File: src/rtl/fb_scan_arbiter.sv
// Single-port framebuffer arbiter: prefetches each display row into a ping-pong
// line buffer for scanout and gives the CPU the RAM in the remaining line cycles.
module fb_scan_arbiter #(
    parameter int H_ACTIVE = 320,
    parameter int V_ACTIVE = 288,
    parameter int WORDS    = 20,
    parameter int ADDR_W   = 13
) (
    input  logic              clk_core_12288,
    input  logic              reset_n,
    input  logic              video_hs,
    input  logic [9:0]        visible_x,
    input  logic [9:0]        visible_y,
    output logic              pixel_state,
    input  logic              cpu_req,
    input  logic              cpu_we,
    input  logic [ADDR_W-1:0] cpu_addr,
    input  logic [15:0]       cpu_wdata,
    output logic              cpu_ack,
    output logic [15:0]       cpu_rdata,
    output logic [ADDR_W-1:0] fb_addr,
    output logic              fb_rd,
    output logic              fb_we,
    output logic [15:0]       fb_wdata,
    input  logic [15:0]       fb_rdata,
    output logic              fetch_overrun
);

    localparam int              CNT_W = $clog2(WORDS);
    localparam logic [CNT_W-1:0] LAST = CNT_W'(WORDS - 1);
    localparam logic [9:0]      H_LIM = 10'(H_ACTIVE);
    localparam logic [9:0]      V_LIM = 10'(V_ACTIVE);

    typedef enum logic [1:0] {IDLE, FETCH, FTAIL, CPU} state_t;

    state_t            state;
    logic [15:0]       line_buf [2][WORDS];
    logic              front_sel;
    logic [1:0]        buf_valid;
    logic              fetch_pending;
    logic [ADDR_W-1:0] fetch_base;
    logic [CNT_W-1:0]  word_cnt;
    logic              cpu_phase;
    logic              ack_read;
    logic [15:0]       rdata_hold;

    logic [9:0]        next_row;
    logic              row_visible;
    logic [ADDR_W-1:0] next_base;
    logic              grant;
    logic              cap_en;
    logic [CNT_W-1:0]  cap_idx;
    logic [15:0]       pixel_word;

    // Row base = row*20 built from two shifts.
    assign next_row    = visible_y + 10'd1;
    assign row_visible = next_row < V_LIM;
    assign next_base   = (ADDR_W'(next_row) << 4) + (ADDR_W'(next_row) << 2);

    // A line start in the same cycle counts as a pending fetch, so video wins the tie.
    assign grant = cpu_req && !fetch_pending && !video_hs && (state == IDLE || state == FTAIL);

    // Read data is forwarded straight from the RAM during the ack cycle, then held.
    assign cpu_rdata = ack_read ? fb_rdata : rdata_hold;

    always_comb begin
        pixel_word = '0;
        if (visible_x < H_LIM)
            pixel_word = line_buf[front_sel][visible_x[CNT_W+3:4]];
        pixel_state = buf_valid[front_sel] && (visible_x < H_LIM) && pixel_word[visible_x[3:0]];
    end

    always_comb begin
        cap_en  = 1'b0;
        cap_idx = '0;
        if (!video_hs) begin
            if (state == FETCH && word_cnt != '0) begin
                cap_en  = 1'b1;
                cap_idx = word_cnt - CNT_W'(1);
            end else if (state == FTAIL) begin
                cap_en  = 1'b1;
                cap_idx = LAST;
            end
        end
    end

    // NOTE: the line buffers are plain storage guarded by buf_valid, so they carry no reset.
    always_ff @(posedge clk_core_12288) begin
        if (cap_en)
            line_buf[~front_sel][cap_idx] <= fb_rdata;
    end

    always_ff @(posedge clk_core_12288 or negedge reset_n) begin
        if (!reset_n) begin
            state         <= IDLE;
            front_sel     <= 1'b0;
            buf_valid     <= '0;
            fetch_pending <= 1'b0;
            fetch_base    <= '0;
            word_cnt      <= '0;
            cpu_phase     <= 1'b0;
            ack_read      <= 1'b0;
            rdata_hold    <= '0;
            fb_addr       <= '0;
            fb_rd         <= 1'b0;
            fb_we         <= 1'b0;
            fb_wdata      <= '0;
            cpu_ack       <= 1'b0;
            fetch_overrun <= 1'b0;
        end else begin
            cpu_ack       <= 1'b0;
            fetch_overrun <= 1'b0;

            if (video_hs) begin
                front_sel            <= ~front_sel;
                buf_valid[front_sel] <= 1'b0;
                fetch_pending        <= row_visible;
                fetch_base           <= next_base;
            end

            case (state)
                IDLE: begin
                    if (!video_hs && fetch_pending) begin
                        state         <= FETCH;
                        fetch_pending <= 1'b0;
                        word_cnt      <= '0;
                        fb_addr       <= fetch_base;
                        fb_rd         <= 1'b1;
                    end
                end
                FETCH: begin
                    if (video_hs) begin
                        fetch_overrun <= 1'b1;
                        fb_rd         <= 1'b0;
                        state         <= IDLE;
                    end else if (word_cnt == LAST) begin
                        fb_rd <= 1'b0;
                        state <= FTAIL;
                    end else begin
                        word_cnt <= word_cnt + CNT_W'(1);
                        fb_addr  <= fb_addr + ADDR_W'(1);
                    end
                end
                FTAIL: begin
                    if (video_hs) begin
                        fetch_overrun <= 1'b1;
                    end else begin
                        buf_valid[~front_sel] <= 1'b1;
                    end
                    state <= IDLE;
                end
                CPU: begin
                    if (!cpu_phase) begin
                        fb_rd     <= 1'b0;
                        fb_we     <= 1'b0;
                        cpu_ack   <= 1'b1;
                        ack_read  <= fb_rd;
                        cpu_phase <= 1'b1;
                    end else begin
                        if (ack_read)
                            rdata_hold <= fb_rdata;
                        ack_read  <= 1'b0;
                        cpu_phase <= 1'b0;
                        state     <= IDLE;
                    end
                end
                default: state <= IDLE;
            endcase

            // A grant overrides the FTAIL->IDLE step so the CPU loses no cycle after a fetch.
            if (grant) begin
                state    <= CPU;
                fb_addr  <= cpu_addr;
                fb_wdata <= cpu_wdata;
                fb_we    <= cpu_we;
                fb_rd    <= ~cpu_we;
            end
        end
    end

endmodule

File: config.mk
export PLATFORM = sky130hd
export DESIGN_NAME = fb_scan_arbiter
export DESIGN_NICKNAME = d
export VERILOG_FILES = /design/src/rtl/fb_scan_arbiter.sv
export SDC_FILE = /design/constraint.sdc
export NUM_CORES = 1
export LEC_CHECK = 0
export ABC_AREA = 1
export BUFFER_PORTS_ARGS = -buffer_cell sky130_fd_sc_hd__buf_2
export CAP_MARGIN = 40
export CORE_ASPECT_RATIO = 2
export CORE_MARGIN = 3
export CORE_UTILIZATION = 60
export DETAILED_ROUTE_END_ITERATION = 10
export GPL_TIMING_DRIVEN = 0
export HOLD_SLACK_MARGIN = 0.15
export PLACE_DENSITY = 0.77
export SLEW_MARGIN = 20
export SYNTH_ARGS = -nofsm -noshare
export SYNTH_HDL_FRONTEND = slang
export SYNTH_SLANG_ARGS = --single-unit
export TNS_END_PERCENT = 10
File: constraint.sdc
create_clock -name clk_core_12288 -period 4.4 [get_ports clk_core_12288]
set_clock_uncertainty 0.2 [all_clocks]
set_input_delay 0.44 -clock clk_core_12288 [delete_from_list [all_inputs] [get_ports clk_core_12288]]
set_output_delay 0.44 -clock clk_core_12288 [all_outputs]
set_load 0.01 [all_outputs]
==> reports/qor.yml, run 1 <==
status: "finished clean"
drive_above_1_share: 0.136
vias: 23516
hold_class: "primary input to flop"
grt_setup_unrepaired: "no"
area_growth_pct: 16.3
synth.area.top_cells: "edfxtp_1 63%, nand2_1 9.9%, nand3_1 7.6%, dfrtp_1 6.0%, o21ai_0 2.6%"
setup_tns_ps: 0
tightest_slew_ps: 843
cts_tree: "done"
peakVddDrop_v: 0.000584
gr-total-overflow: 0
holdPathEnd: "fetch_pending$_DFF_PN0_"
leakagePower_uw: 0.0135
final_core_util: 0.710
cts-root-buf: "clkbuf_16"
worstSetupPathType: "flop to output pin"
syn_area_um2: 30300
core-area_um2: 49600
register_area_um2: 21000
place_hpwl_mm: 76.7
start_kind: "flop"
dieArea_um2: 53400
synth_seq_area_share: 0.694
post-route-period-util: 0.943
clk-insertion-delay-late_ps: 620
cellPowerDensity_nw_per_um2: 481
syn-instance-count: 2753
worstPathRequired_ps: 3760
endpoint_kind: "output pin"
drc: 0
htreeDepth: 2
via_per_inst: 6.27
setup_viol: 0
min_period_ps: 4150
place_congestion: 1.04
maxCapViolations: 0
cp.arrival_ps: 3510
finalHoldViolCount: 0
clkTransAtPathRegs_ps: 70
yosys_warnings: 0
die_h_um: 324
wl_mm: 107
fmax_ghz: 0.241
layout_commonest_cell: "nand2_1"
reg2reg_slack_ps: 610
rows: 115
synthFlopType: "edfxtp_1"
drv_slew: 0
grt_max_degree: 54
grt_pass1_wl_mm: 152
async_reset_ff_frac: 0.102
drtAntennaViolNets: 0
yosysTopAreaCell: "edfxtp_1"
clock_sinks: 713
min_path_cells: 6
reg2reg_depth: 11
multiInputGateArea_um2: 8150
num_io_pins: 120
syn_nets: 2841
dr.pass1.iters: 6
drt-initial-drc-count: 2832
gr-usage-all-layers: 0.407
synth_edf_count: 640
synth_top_area_frac: 0.634
start_util: 0.611
cts_buffers: 57
synth.distinct_cells: 35
final_cell_mix: "803 x nand2_1, 640 x edfxtp_1, 458 x nand3_1"
antenna_found_initial: 2
hold_path.startpoint: "visible_y[7]"
relSlewSlack: 0.438
fillers: 3479
regToRegEndpoint: "line_buf[1][215]$_DFFE_PP_"
grt_pass1_vias: 23171
yosys_register_bits: 713
timing.rr.start: "state[1]$_DFFE_PN0P_"
die_w_um: 165
io_buffers: 115
clk_path_buf_depth: 3
nets: 3148
synth.avg_cell_area_um2: 11.0
cp_max_fo: 10
detail_route.wl_per_cell_um: 28.6
==> per-stage QoR <==
| stage | total power (µW) | std cells | area (µm²) | hold WS (ps) | setup slack [ps] |
|---|---|---|---|---|---|
| 6_report | 17000 | 3752 | 35300 | 161 | 251 |
| 5_1_grt | 17500 | 3750 | 35300 | 183 | 92.9 |
| 4_1_cts | 16800 | 3741 | 35100 | 154 | 393 |
| 3_5_place_dp | 11600 | 3583 | 32700 | 148 | 672 |
| 3_3_place_gp | 11400 | 3511 | 31700 | 264 | -758 |
| 2_1_floorplan | 10100 | 2753 | 30300 | -55.6 | 1120 |
==> metal layers <==
layer / vias up / routed length [µm] / global-route usage
met2: 1728 / 53400 / 0.687
li1: 10155 / - / -
met1: 11124 / 31400 / 0.425
met5: - / 0 / 0
met4: 0 / 13500 / 0.388
met3: 509 / 9110 / 0.0613
==> where the power goes <==
part           switching (µW)  total, µW  leakage, µW  internal (µW)
registers                 230       8040      0.00666           7810
clock network            2430       5300     0.000921           2870
logic                    2560       3620      0.00594           1060
==> synth_stat cells, types with 2 or more instances <==
cell type,n
inv_1,108
inv_2,4
nand2_1,803
buf_1,17
o211ai_1,33
a31oi_1,4
a21oi_1,13
nor3_1,29
nand3_1,458
ha_1,17
o21ai_0,157
dfrtp_1,73
o221ai_1,6
buf_6,20
edfxtp_1,640
nor3_2,2
xor2_1,14
buf_4,15
clkinv_1,3
nor2_2,2
o22ai_1,6
o21ai_1,8
nor2_1,196
clkbuf_1,49
xnor2_1,5
nand4_1,4
nor3b_1,3
buf_2,57
==> flip-flops by register name, indices dropped and copies added, names as in the netlist, 2 cells and up <==
signal,cells
buf_valid,2
fb_addr,13
fb_wdata,16
fetch_base,11
line_buf,640
rdata_hold,16
state,2
word_cnt,5
==> critical path, cell delays in order, from the launching register on <==
cell     delay (ps)
dfrtp_1         400
inv_2           190
buf_4           260
buf_2           320
nand2_1          90
nand3_1          80
nand3_1         380
nand2_1         190
nand2_1          70
nand3_1          90
nand3_1         120
nand2_1          90
nand3_1          90
nand3_1         100
nand3_1          70
a21oi_1         160
buf_2           160
==> layout make-up <==
type                    instances  share of cell area
well taps                     643              0.0228
diodes                          2            0.000142
multi-input cells            1766               0.231
plain buffers                 159              0.0251
repair buffers                248              0.0582
inverters                     115              0.0122
clock inverters                41              0.0113
flip-flops and latches        713               0.597
clock buffers                  65              0.0425
==> kinds of logic (layout without fill, tap and decap cells) <==
kind of cell / after synthesis / in the layout / synth area share
DFF: 713 / 713 / 0.694
buffers and inverters: 274 / 628 / 0.0434
adders and majority gates: 18 / 18 / 0.00767
AOI/OAI and AO/OA: 230 / 230 / 0.0421
xor gates and xnor gates: 19 / 19 / 0.00549
and+or+nand+nor: 1499 / 1499 / 0.207
other: 0 / 2 / 0
==> how the worst max path moves through the flow <==
stage	startpoint	end	slack, ps	depth (start not counted)
after global placement	state[1]$_DFFE_PN0P_	line_buf[0][120]$_DFFE_PP_	-760	9
after global routing	front_sel$_DFFE_PN0P_	pixel_state	90	16
after floorplan	state[1]$_DFFE_PN0P_	line_buf[0][100]$_DFFE_PP_	1120	11
after CTS	front_sel$_DFFE_PN0P_	pixel_state	390	16
after detailed placement	state[1]$_DFFE_PN0P_	line_buf[1][217]$_DFFE_PP_	670	11
final	front_sel$_DFFE_PN0P_	pixel_state	250	16
==> what timing repair did <==
action | in CTS | in global routing
endpoints found under the setup margin | 0 | 0
resized for setup | 0 | 0
hold buffers | 52 | 3
hold endpoints to repair | 246 | 75
buffers inserted | 0 | 0
Power figures use the tool's default switching activity.
==> run 2: changes to the inputs <==
--- a/config.mk
+++ b/config.mk
@@ -10,11 +10,11 @@
 export CAP_MARGIN = 40
 export CORE_ASPECT_RATIO = 2
 export CORE_MARGIN = 3
-export CORE_UTILIZATION = 60
+export CORE_UTILIZATION = 56
 export DETAILED_ROUTE_END_ITERATION = 10
 export GPL_TIMING_DRIVEN = 0
 export HOLD_SLACK_MARGIN = 0.15
-export PLACE_DENSITY = 0.77
+export PLACE_DENSITY = 0.75
 export SLEW_MARGIN = 20
 export SYNTH_ARGS = -nofsm -noshare
 export SYNTH_HDL_FRONTEND = slang
==> constraint.sdc (replaced) <==
create_clock -name clk_core_12288 -period 3.6 [get_ports clk_core_12288]
set_clock_uncertainty 0.2 [all_clocks]
set_input_delay 0.36 -clock clk_core_12288 [delete_from_list [all_inputs] [get_ports clk_core_12288]]
set_output_delay 0.36 -clock clk_core_12288 [all_outputs]
set_load 0.01 [all_outputs]
==> reports/qor.yml, run 2 (synthesis gave the netlist of run 1 again) <==
status: "complete, but fails checks"
failed_checks: "negative setup slack"
area_growth_pct: 22.2
cp_num_buf_inv: 6
maxCapViolations: 0
worstPathRequired_ps: 3040
worstSetupPathType: "flop to output pin"
finalPower_uw: 21400
antenna_found_initial: 0
start_util: 0.566
largest-register: "line_buf"
core-area_um2: 53600
drc: 0
cts_buffers: 57
wl_mm: 109
leakagePower_uw: 0.0142
rows: 120
clock_sinks: 713
io_buffers: 115
final_cell_mix: "785 x nand2_1, 640 x edfxtp_1, 369 x nand3_1"
largest_registers: "line_buf x640, fb_wdata x16, rdata_hold x16"
gr-total-overflow: 0
path_common_cell: "nand3_1"
grt_setup_unrepaired: "yes"
cellPowerDensity_nw_per_um2: 577
place_congestion: 1.02
endpoint_kind: "output pin"
start_kind: "flop"
slowest_delay_ps: 410
largest_register_ffs: 640
cts_tree: "done"
grt_pass1_vias: 23680
hold_class: "primary input to flop"
detail_route.wl_per_cell_um: 28.7
peakVddDrop_v: 0.000685
cp.arrival_ps: 3150
dieArea_um2: 57100
clkTransAtPathRegs_ps: 70
die_h_um: 335
finalHoldViolCount: 0
grt_max_degree: 56
min_period_ps: 3710
cp_top_family: "buffers and inverters"
drtAntennaViolNets: 0
htreeDepth: 2
cp_max_fo: 5
vias: 23938
pre_cts_slack_ps: 58.3
gr-usage-all-layers: 0.378
drt-initial-drc-count: 2910
dr.pass1.iters: 8
timing.final.ws_setup_ps: -109
num_io_pins: 120
setup_viol: 1
layout_commonest_cell: "nand2_1"
n_antenna_cell: 0
cp_slowest_cell: "dfrtp_2"
relSlewSlack: 0.371
drv_slew: 0
nets: 3184
post-route-period-util: 1.03
clk-insertion-delay-late_ps: 640
drive_above_1_share: 0.185
cts-root-buf: "clkbuf_16"
tightest_slew_ps: 943
place_hpwl_mm: 76.1
fillers: 3669
via_per_inst: 6.28
die_w_um: 171
grt_pass1_wl_mm: 154
fmax_ghz: 0.270
crit_chain: "buf_12 > clkinvlp_4 > buf_12 > buf_12 > o21ai_2 > o211ai_1 > nand3_1 > nand2_1 > inv_1 > nand2_1 > nand3_1 > nand3_1 > nand3_1 > a21oi_1 > buf_2"
clk_path_buf_depth: 3
run 2: what timing repair did:
action,CTS,global route
hold buffers,60,2
endpoints found under the setup margin,1,91
cloned,4,4
gates resized for setup,203,84
pin swaps,31,33
hold endpoints to repair,394,80
setup buffers,5,15
run 2: layer usage:
| layer | track usage | wire (µm) | share of wire |
|---|---|---|---|
| met3 | 0.0581 | 9450 | 0.086 |
| met4 | 0.353 | 13300 | 0.12 |
| met1 | 0.398 | 32600 | 0.30 |
| met5 | 0 | 0 | 0 |
| met2 | 0.635 | 54100 | 0.49 |
run 2: worst reg2reg max path: cells and delay by family, from the launching register on:
kind / cells / cell delay [ps]
adders and majority gates: 1 / 140
buffers and inverters: 6 / 1100
DFF: 1 / 410
and+or+nand+nor: 6 / 1420
run 2: where the power goes:
part	total (µW)	internal [µW]	switching, µW
combinational	4870	1620	3250
sequential	9820	9550	275
clock	6690	3690	3000
total	21400	14900	6530
run 2: final cells by class:
type | count | area (µm²) | area share
Sequential cell | 713 | 21000 | 0.568
Multi-Input combinational cell | 1766 | 8840 | 0.239
Timing Repair Buffer | 285 | 2620 | 0.0707
Clock buffer | 68 | 1530 | 0.0413
Buffer | 157 | 1280 | 0.0346
Tap cell | 671 | 840 | 0.0227
Inverter | 115 | 458 | 0.0124
Clock inverter | 36 | 428 | 0.0116
Timing Repair inverter | 1 | 7.51 | 0.000203
run 2: per-stage QoR:
step / utilization / std cells / area, µm² / TNS [ps] / hold slack [ps]
after floorplan: - / 2753 / 30300 / 0 / -136
after global placement: 0.592 / 3539 / 31700 / -545030 / 265
after detailed placement: 0.612 / 3612 / 32800 / 0 / 53.5
after CTS: 0.678 / 3785 / 36300 / -7.97 / 181
after global routing: 0.691 / 3812 / 37000 / -5630 / 265
final: 0.691 / 3812 / 37000 / -109 / 174
run 2: final timing paths:
kind	depth (start not counted)	slack, ps	to	from
max in group asynchronous	5	1630	fb_wdata[9]$_DFFE_PN0P_	reset_n
worst max register to register	13	50	line_buf[0][85]$_DFFE_PP_	state[1]$_DFFE_PN0P_
worst min-delay path	7	170	fetch_base[12]$_DFFE_PN0P_	visible_y[7]
min in group asynchronous	4	620	fb_addr[7]$_DFFE_PN0P_	reset_n
worst max-delay path	15	-110	pixel_state	front_sel$_DFFE_PN0P_
worst min register to register	2	290	fb_wdata[5]$_DFFE_PN0P_	fb_wdata[5]$_DFFE_PN0P_
